--- src/rtl/imem_loader.sv ---
// Instruction-memory program loader: parses a length-prefixed big-endian byte
// frame, writes consecutive 32-bit words and verifies a trailing XOR checksum.
module imem_loader #(
  parameter int ADDR_W = 8
) (
  input  logic              clk,
  input  logic              rst_n,
  input  logic              start,
  input  logic [7:0]        rx_data,
  input  logic              rx_valid,
  output logic              rx_ready,
  output logic              imem_we,
  output logic [ADDR_W-1:0] imem_addr,
  output logic [31:0]       imem_wdata,
  output logic              cpu_hold,
  output logic              busy,
  output logic              done,
  output logic              err,
  output logic [15:0]       words_written
);

  localparam logic [31:0] MAX_WORDS = 32'd1 << ADDR_W;

  localparam logic [2:0] S_IDLE   = 3'd0;
  localparam logic [2:0] S_LEN_HI = 3'd1;
  localparam logic [2:0] S_LEN_LO = 3'd2;
  localparam logic [2:0] S_DATA   = 3'd3;
  localparam logic [2:0] S_CHECK  = 3'd4;
  localparam logic [2:0] S_ERR    = 3'd5;

  logic [2:0]        state_q, state_d;
  logic [15:0]       len_q, len_d;
  logic [ADDR_W-1:0] addr_q, addr_d;
  logic [15:0]       words_q, words_d;
  logic [31:0]       asm_q, asm_d;
  logic [1:0]        byte_cnt_q, byte_cnt_d;
  logic [7:0]        csum_q, csum_d;
  logic              rx_ready_q, rx_ready_d;
  logic              imem_we_q, imem_we_d;
  logic [ADDR_W-1:0] imem_addr_q, imem_addr_d;
  logic [31:0]       imem_wdata_q, imem_wdata_d;
  logic              cpu_hold_q, cpu_hold_d;
  logic              busy_q, busy_d;
  logic              done_q, done_d;
  logic              err_q, err_d;

  logic accept;
  logic [15:0] len_full;

  assign accept   = rx_valid & rx_ready_q;
  assign len_full = {len_q[15:8], rx_data};

  always_comb begin
    state_d      = state_q;
    len_d        = len_q;
    addr_d       = addr_q;
    words_d      = words_q;
    asm_d        = asm_q;
    byte_cnt_d   = byte_cnt_q;
    csum_d       = csum_q;
    imem_we_d    = 1'b0;
    imem_addr_d  = imem_addr_q;
    imem_wdata_d = imem_wdata_q;
    cpu_hold_d   = cpu_hold_q;
    busy_d       = busy_q;
    done_d       = 1'b0;
    err_d        = err_q;

    case (state_q)
      S_IDLE, S_ERR: begin
        // ERR swallows bytes silently; only a fresh start leaves it.
        if (start) begin
          state_d    = S_LEN_HI;
          cpu_hold_d = 1'b1;
          busy_d     = 1'b1;
          err_d      = 1'b0;
          words_d    = '0;
          addr_d     = '0;
          csum_d     = '0;
          byte_cnt_d = '0;
        end
      end

      S_LEN_HI: begin
        if (accept) begin
          len_d   = {rx_data, len_q[7:0]};
          state_d = S_LEN_LO;
        end
      end

      S_LEN_LO: begin
        if (accept) begin
          len_d = len_full;
          if (len_full == 16'd0) begin
            state_d = S_CHECK;
          end else if ({16'd0, len_full} > MAX_WORDS) begin
            state_d = S_ERR;
            err_d   = 1'b1;
            busy_d  = 1'b0;
          end else begin
            state_d = S_DATA;
          end
        end
      end

      S_DATA: begin
        if (accept) begin
          asm_d      = {asm_q[23:0], rx_data};
          csum_d     = csum_q ^ rx_data;
          byte_cnt_d = byte_cnt_q + 2'd1;
          // Write uses the pre-increment address so addr/data line up with we.
          if (byte_cnt_q == 2'd3) begin
            imem_we_d    = 1'b1;
            imem_wdata_d = {asm_q[23:0], rx_data};
            imem_addr_d  = addr_q;
            addr_d       = addr_q + ADDR_W'(1);
            words_d      = words_q + 16'd1;
            if (words_q + 16'd1 == len_q) begin
              state_d = S_CHECK;
            end
          end
        end
      end

      S_CHECK: begin
        if (accept) begin
          busy_d = 1'b0;
          if (rx_data == csum_q) begin
            state_d    = S_IDLE;
            done_d     = 1'b1;
            cpu_hold_d = 1'b0;
          end else begin
            state_d = S_ERR;
            err_d   = 1'b1;
          end
        end
      end

      default: begin
        state_d = S_IDLE;
      end
    endcase
  end

  // Ready is registered and derived from the next state, so it is high in every
  // non-IDLE state and first rises the cycle after start is taken.
  always_comb begin
    rx_ready_d = (state_d != S_IDLE);
  end

  always_ff @(posedge clk or negedge rst_n) begin
    if (!rst_n) begin
      state_q      <= S_IDLE;
      len_q        <= '0;
      addr_q       <= '0;
      words_q      <= '0;
      asm_q        <= '0;
      byte_cnt_q   <= '0;
      csum_q       <= '0;
      rx_ready_q   <= 1'b0;
      imem_we_q    <= 1'b0;
      imem_addr_q  <= '0;
      imem_wdata_q <= '0;
      cpu_hold_q   <= 1'b0;
      busy_q       <= 1'b0;
      done_q       <= 1'b0;
      err_q        <= 1'b0;
    end else begin
      state_q      <= state_d;
      len_q        <= len_d;
      addr_q       <= addr_d;
      words_q      <= words_d;
      asm_q        <= asm_d;
      byte_cnt_q   <= byte_cnt_d;
      csum_q       <= csum_d;
      rx_ready_q   <= rx_ready_d;
      imem_we_q    <= imem_we_d;
      imem_addr_q  <= imem_addr_d;
      imem_wdata_q <= imem_wdata_d;
      cpu_hold_q   <= cpu_hold_d;
      busy_q       <= busy_d;
      done_q       <= done_d;
      err_q        <= err_d;
    end
  end

  assign rx_ready      = rx_ready_q;
  assign imem_we       = imem_we_q;
  assign imem_addr     = imem_addr_q;
  assign imem_wdata    = imem_wdata_q;
  assign cpu_hold      = cpu_hold_q;
  assign busy          = busy_q;
  assign done          = done_q;
  assign err           = err_q;
  assign words_written = words_q;

endmodule
--- config.mk ---
export PLATFORM = sky130hd
export DESIGN_NAME = imem_loader
export DESIGN_NICKNAME = d
export VERILOG_FILES = /design/src/rtl/imem_loader.sv
export SDC_FILE = /design/constraint.sdc
export NUM_CORES = 1
export LEC_CHECK = 0
export CORE_MARGIN = 2
export CORE_UTILIZATION = 45
export DETAILED_ROUTE_END_ITERATION = 8
export PLACE_DENSITY = 0.74
export SLEW_MARGIN = 20
export SYNTH_ARGS = -nofsm -noshare
export SYNTH_HDL_FRONTEND = slang
export SYNTH_SLANG_ARGS = --single-unit
--- constraint.sdc ---
create_clock -name clk -period 3.1 [get_ports clk]
set_input_delay 0.62 -clock clk [delete_from_list [all_inputs] [get_ports clk]]
set_output_delay 0.62 -clock clk [all_outputs]
set_load 0.01 [all_outputs]
* Word level (Yosys, flattened, before mapping) *
Index checks and enable logic that the tools add are counted.

operators by class
  muxes and demuxes = 49
  add/sub/neg operators = 3
  $lt $le $gt $ge = 1
  eq/ne operators = 17
  bitwise logic cells = 4
  reduce and logical (&&, ||, !) cells = 16

operators by type and width
  operator                                                        count
  2-to-1 mux 16 bit                                               4
  one-hot mux 16 bit (2 select lines)                             2
  2-to-1 mux 8 bit                                                5
  one-hot mux 8 bit (2 select lines)                              2
  2-to-1 mux 3 bit                                                10
  2-to-1 mux 1 bit                                                19
  inequality test 2 bit, second input constant                    9
  adder 16 x 1 -> 16 bit, second input constant                   1
  equality test 16 bit                                            1
  greater-than comparator 16 x 9 -> 1 bit, second input constant  1
  logical NOT 16 bit                                              1
  one-hot mux 3 bit (5 select lines)                              1
  AND reduction 3 bit                                             4
  adder 8 x 1 -> 8 bit, second input constant                     1
  equality test 8 bit                                             1
  AND reduction 4 bit                                             2
  bitwise XOR 8 bit                                               1
  AND reduction 7 bit                                             1
  equality test 3 x 2 -> 1 bit, second input constant             2
  equality test 3 bit, second input constant                      2
  one-hot mux 1 bit (3 select lines)                              2
  AND reduction 6 bit                                             1
  nonzero test 3 bit                                              2
  2-to-1 mux 2 bit                                                2
  other kinds (11)                                                13

word-level totals
  bits in registers = 123
  logic and storage cells = 106

* Depth between registers and ports, before layout *
  depth after elaboration = 7
  mapped depth = 8

* Worst setup path after synthesis *
No wires, ideal clock.

  path kind = register -> register
  start = reg words_q[0], in the netlist words_written[0]
  end = reg state_q[2]
  data required time = 3.023 ns
  clock period less this slack = 2.237 ns
  arrival time = 2.160 ns
  path slack = 0.863 ns
  stages on the path, launching flop included = 8
  cells stage by stage = dfrtp_1 -> ha_1 -> nand4_1 -> or4_1 -> a21oi_1 -> o32ai_1 -> or4_1 -> o21ai_1

between the ends
  word-level cells in the longest chain between the ends = 6

RTL lines
  what                                RTL line  source
  from (decl)                         34        logic [15:0] words_q, words_d;
  from (signal assigned)              172       words_q <= words_d;
  adder 16 x 1 -> 16 bit              118       if (words_q + 16'd1 == len_q) begin
  equality test 16 bit                118
  2-to-1 mux 3 bit                    118
  2-to-1 mux 3 bit                    112       if (byte_cnt_q == 2'd3) begin
  2-to-1 mux 3 bit                    107       if (accept) begin
  one-hot mux 3 bit (5 select lines)  69        case (state_q)
  named net state_d[2]                31        logic [2:0] state_q, state_d;
  to (signal assigned)                169       state_q <= state_d;
  to (decl)                           31

The timed path passes the listed nets, and every way through them passes these cells.
A chain may end at the register's enable or synchronous reset.

* Worst setup path in the final report *
  start = reg words_q[2], in the netlist words_written[2]
  end = reg state_q[1]

Same word-level chain as after synthesis.

==> results.md <==
- Outcome: complete, no violations
- Mapped Area: a little under 6000 µm²
- # setup viols final: 0
- Critical path class: reg -> reg
- RSZ-0062 raised after global routing: false
- Clock tree buffer depth: 2
- Most frequent cells in the layout: nand2_1, dfrtp_1, clkdlybuf4s50_1, o21ai_0, xor2_1
- Synth Warn #: 0
- Die height: 117.6 µm
- CP required: 3.38 ns
- Initial antenna violation count: 0
- Setup crit end: state_q[1]$_DFF_PN0_
- Final slew viol count: 0
- Hold Slack: 0.2118 ns
- Vias per inst: between 5 and 6
- First DRT Iteration DRCs: between 400 and 500
- GP Congestion: ~0.87
- Antenna-violating nets left: 0
- Vias: about 4,900
- Leak pwr: 0.003460 µW
- Resized Gates After CTS: 0
- Layout cells sized above 1: 0.07877
- Area grow syn2layout: 26.44%
- Tmin final: 2.667 ns
- Largest net degree at the start of global routing: 61
- CP Launch Point: words_written[2]$_DFFE_PN0P_
- Number of synthesized flops with an enable pin: 0
- GRT Total Usage: 0.2122
- Post-CTS setup buffer count: 0
- Die area: between 10,000 and 15,000 µm²
- Final WS setup: ~0.43 ns
- Primary FF master, synth: dfrtp_1
- # hold bufs at CTS: 0
- R2R Setup Slk: 0.43 ns
- Remaining DRCs: 0
- Dpl hpwl: 9.324 mm
- Max-cap violations: 0
- Placement Rows: 41
- Synthesized flop and latch total: 123
- CTS clock-pin slew for the worst setup and hold paths: 0.06 ns
- CTS tree: done
- Worst IR drop on VDD: 463.3 µV
- Number of global-route vias before repair: between 4,000 and 5,000
- Most common cell after layout, fill and taps aside: nand2_1
- Sequential cell area fraction in the yosys report: 0.5297
- Clock root cell: clkbuf_16
- Layout Skew: 0.006261 ns
- DRT Wirelength: 13.87 mm
- Core Area: 12,620 µm²
- Mapped Nets: 689
- Nets: 751
- Headroom to the max-slew limit: 0.5402
- Post-place setup slack: approximately 0.26 ns
- FF-to-FF path depth: 6
- FF-to-FF Start: words_written[2]$_DFFE_PN0P_
- Number of cells produced by synthesis: 674
- Starting density of the core: 0.4604
- Drt wl/cell: ~15 µm
- CP Max Fanout: 13
- Gr ovfl total: 0
- WP data arrival: 2.94 ns
- I/O pin total: 74
- Fin. Hold Viols: 0
- Max Freq: about 370 MHz
- Power density over cell area: 771.9 nW/µm²
- Post-Route Setup TNS: 0 ns
- Yosys cell types: 58
- Tot Pwr: 5671 µW
- CTS Sinks: 123
- Slew @ Worst Pin: 0.6833 ns
- Startpoint Class: register
- First-pass GRT wire length: 23.66 mm
- Mapped Avg Cell Area: between 8 and 9 µm²
- Min-Delay Path Class: in -> async
- Initial DRT Pass Iterations: 5
- H-tree depth: 4
- Ant diodes: 0
- Final Cycle Share: 0.8605
- Clock latency on the worst-skew pair: roughly 0.42 ns
- FF-to-FF End: state_q[1]$_DFF_PN0_
- IO Port Bufs: 73
- Setup crit end kind: register
- Cell area after layout: ~7300 µm²
- Chip Width: 117.6 µm
- Post-place instance area: 6680 µm²
- Cts bufs inserted: 17
- Post-synth ARST share: 1.000
-- Yosys cell counts, types with 2 or more instances --
library cell	number	area share
or4_1	2	0.0026
nor4_1	10	0.011
a31oi_1	3	0.0032
a21oi_1	14	0.012
or3b_2	2	0.0030
nor2_1	20	0.013
xnor2_1	10	0.015
o21ai_1	3	0.0026
and3_1	4	0.0043
dfrtp_1	123	0.53
buf_2	7	0.0060
ha_1	3	0.0065
buf_4	3	0.0039
nand3b_1	2	0.0026
o21a_1	2	0.0026
nand3_1	11	0.0095
nor3_1	3	0.0026
o22ai_1	2	0.0022
a22o_1	2	0.0030
nand4_1	12	0.013
a211o_1	2	0.0030
xor2_1	20	0.030
clkbuf_1	29	0.019
nand2b_1	4	0.0043
o21bai_1	2	0.0026
nor3b_1	4	0.0052
or2_2	3	0.0032
o31ai_1	6	0.0078
inv_1	6	0.0039
nand2_1	272	0.18
o21ai_0	56	0.048
buf_1	2	0.0013
or3_1	5	0.0054
-- sequential cells by signal, summed over array words and instances (netlist names) --
| signal | cells |
|---|---|
| imem_wdata | 32 |
| asm_q | 24 |
| len_q | 16 |
| words_written | 16 |
| addr_q | 8 |
| csum_q | 8 |
| imem_addr | 8 |
| state_q | 3 |
| byte_cnt_q | 2 |
| busy | 1 |
| cpu_hold | 1 |
| done | 1 |
| err | 1 |
| imem_we | 1 |
| rx_ready | 1 |
-- cell families after synthesis --
kind of cell    count (synthesis)  share of synthesized area
mux                             1                   0.001723
xor+xnor                       31                    0.04802
flops                         123                     0.5297
compound gates                103                     0.1034
buf+inv                        48                    0.03445
simple gates                  365                     0.2763
fa+ha+maj                       3                   0.006461
-- through the flow --
stage                 util  instances
floorplan                -        674
global placement    0.5293        889
detailed placement  0.5293        889
CTS                 0.5822        921
global route        0.5822        921
finish              0.5822        921
-- report_power, final --
group | switching, µW | total (µW) | internal [µW]
combinational | 671 | 1160 | 486
clock | 736 | 2210 | 1480
sequential | 362 | 2300 | 1940
-- worst max-delay path, stage by stage (launching register included) --
cell	delay (ns)
dfrtp_1	0.50
nand3_2	0.31
nor4_1	0.70
xnor2_1	0.21
nand4_1	0.16
nor4_1	0.49
a31oi_1	0.14
-- per-layer routing --
metal	global-route usage	vias to the layer above	share of wire
met5	0	-	0
met4	0.1009	0	0.024
met3	0.04215	22	0.042
met2	0.3361	135	0.49
met1	0.2810	2377	0.44
li1	-	2364	-
-- worst min path at each step --
| stage | end | startpoint | slack, ns |
|---|---|---|---|
| final | imem_wdata[5]$_DFFE_PN0P_ | rst_n | 0.21 |
| after global routing | imem_wdata[5]$_DFFE_PN0P_ | rst_n | 0.26 |
| after CTS | imem_wdata[5]$_DFFE_PN0P_ | rst_n | 0.23 |
| after detailed placement | imem_wdata[24]$_DFFE_PN0P_ | asm_q[16]$_DFFE_PN0P_ | 0.46 |
| after global placement | imem_wdata[24]$_DFFE_PN0P_ | asm_q[16]$_DFFE_PN0P_ | 0.45 |
| after floorplan | addr_q[0]$_DFFE_PN0P_ | rst_n | 0.32 |
-- cell type report --
class                   count  area [µm²]
flip-flops and latches    123        3078
clock inverters            13       214.0
inverters                   7       26.28
well taps                 172       215.2
fillers                  1129        5273
clock buffers              19       452.9
multi-input cells         503        2537
repair buffers             84       823.3
Note: power is estimated with default switching activity, not from simulation.
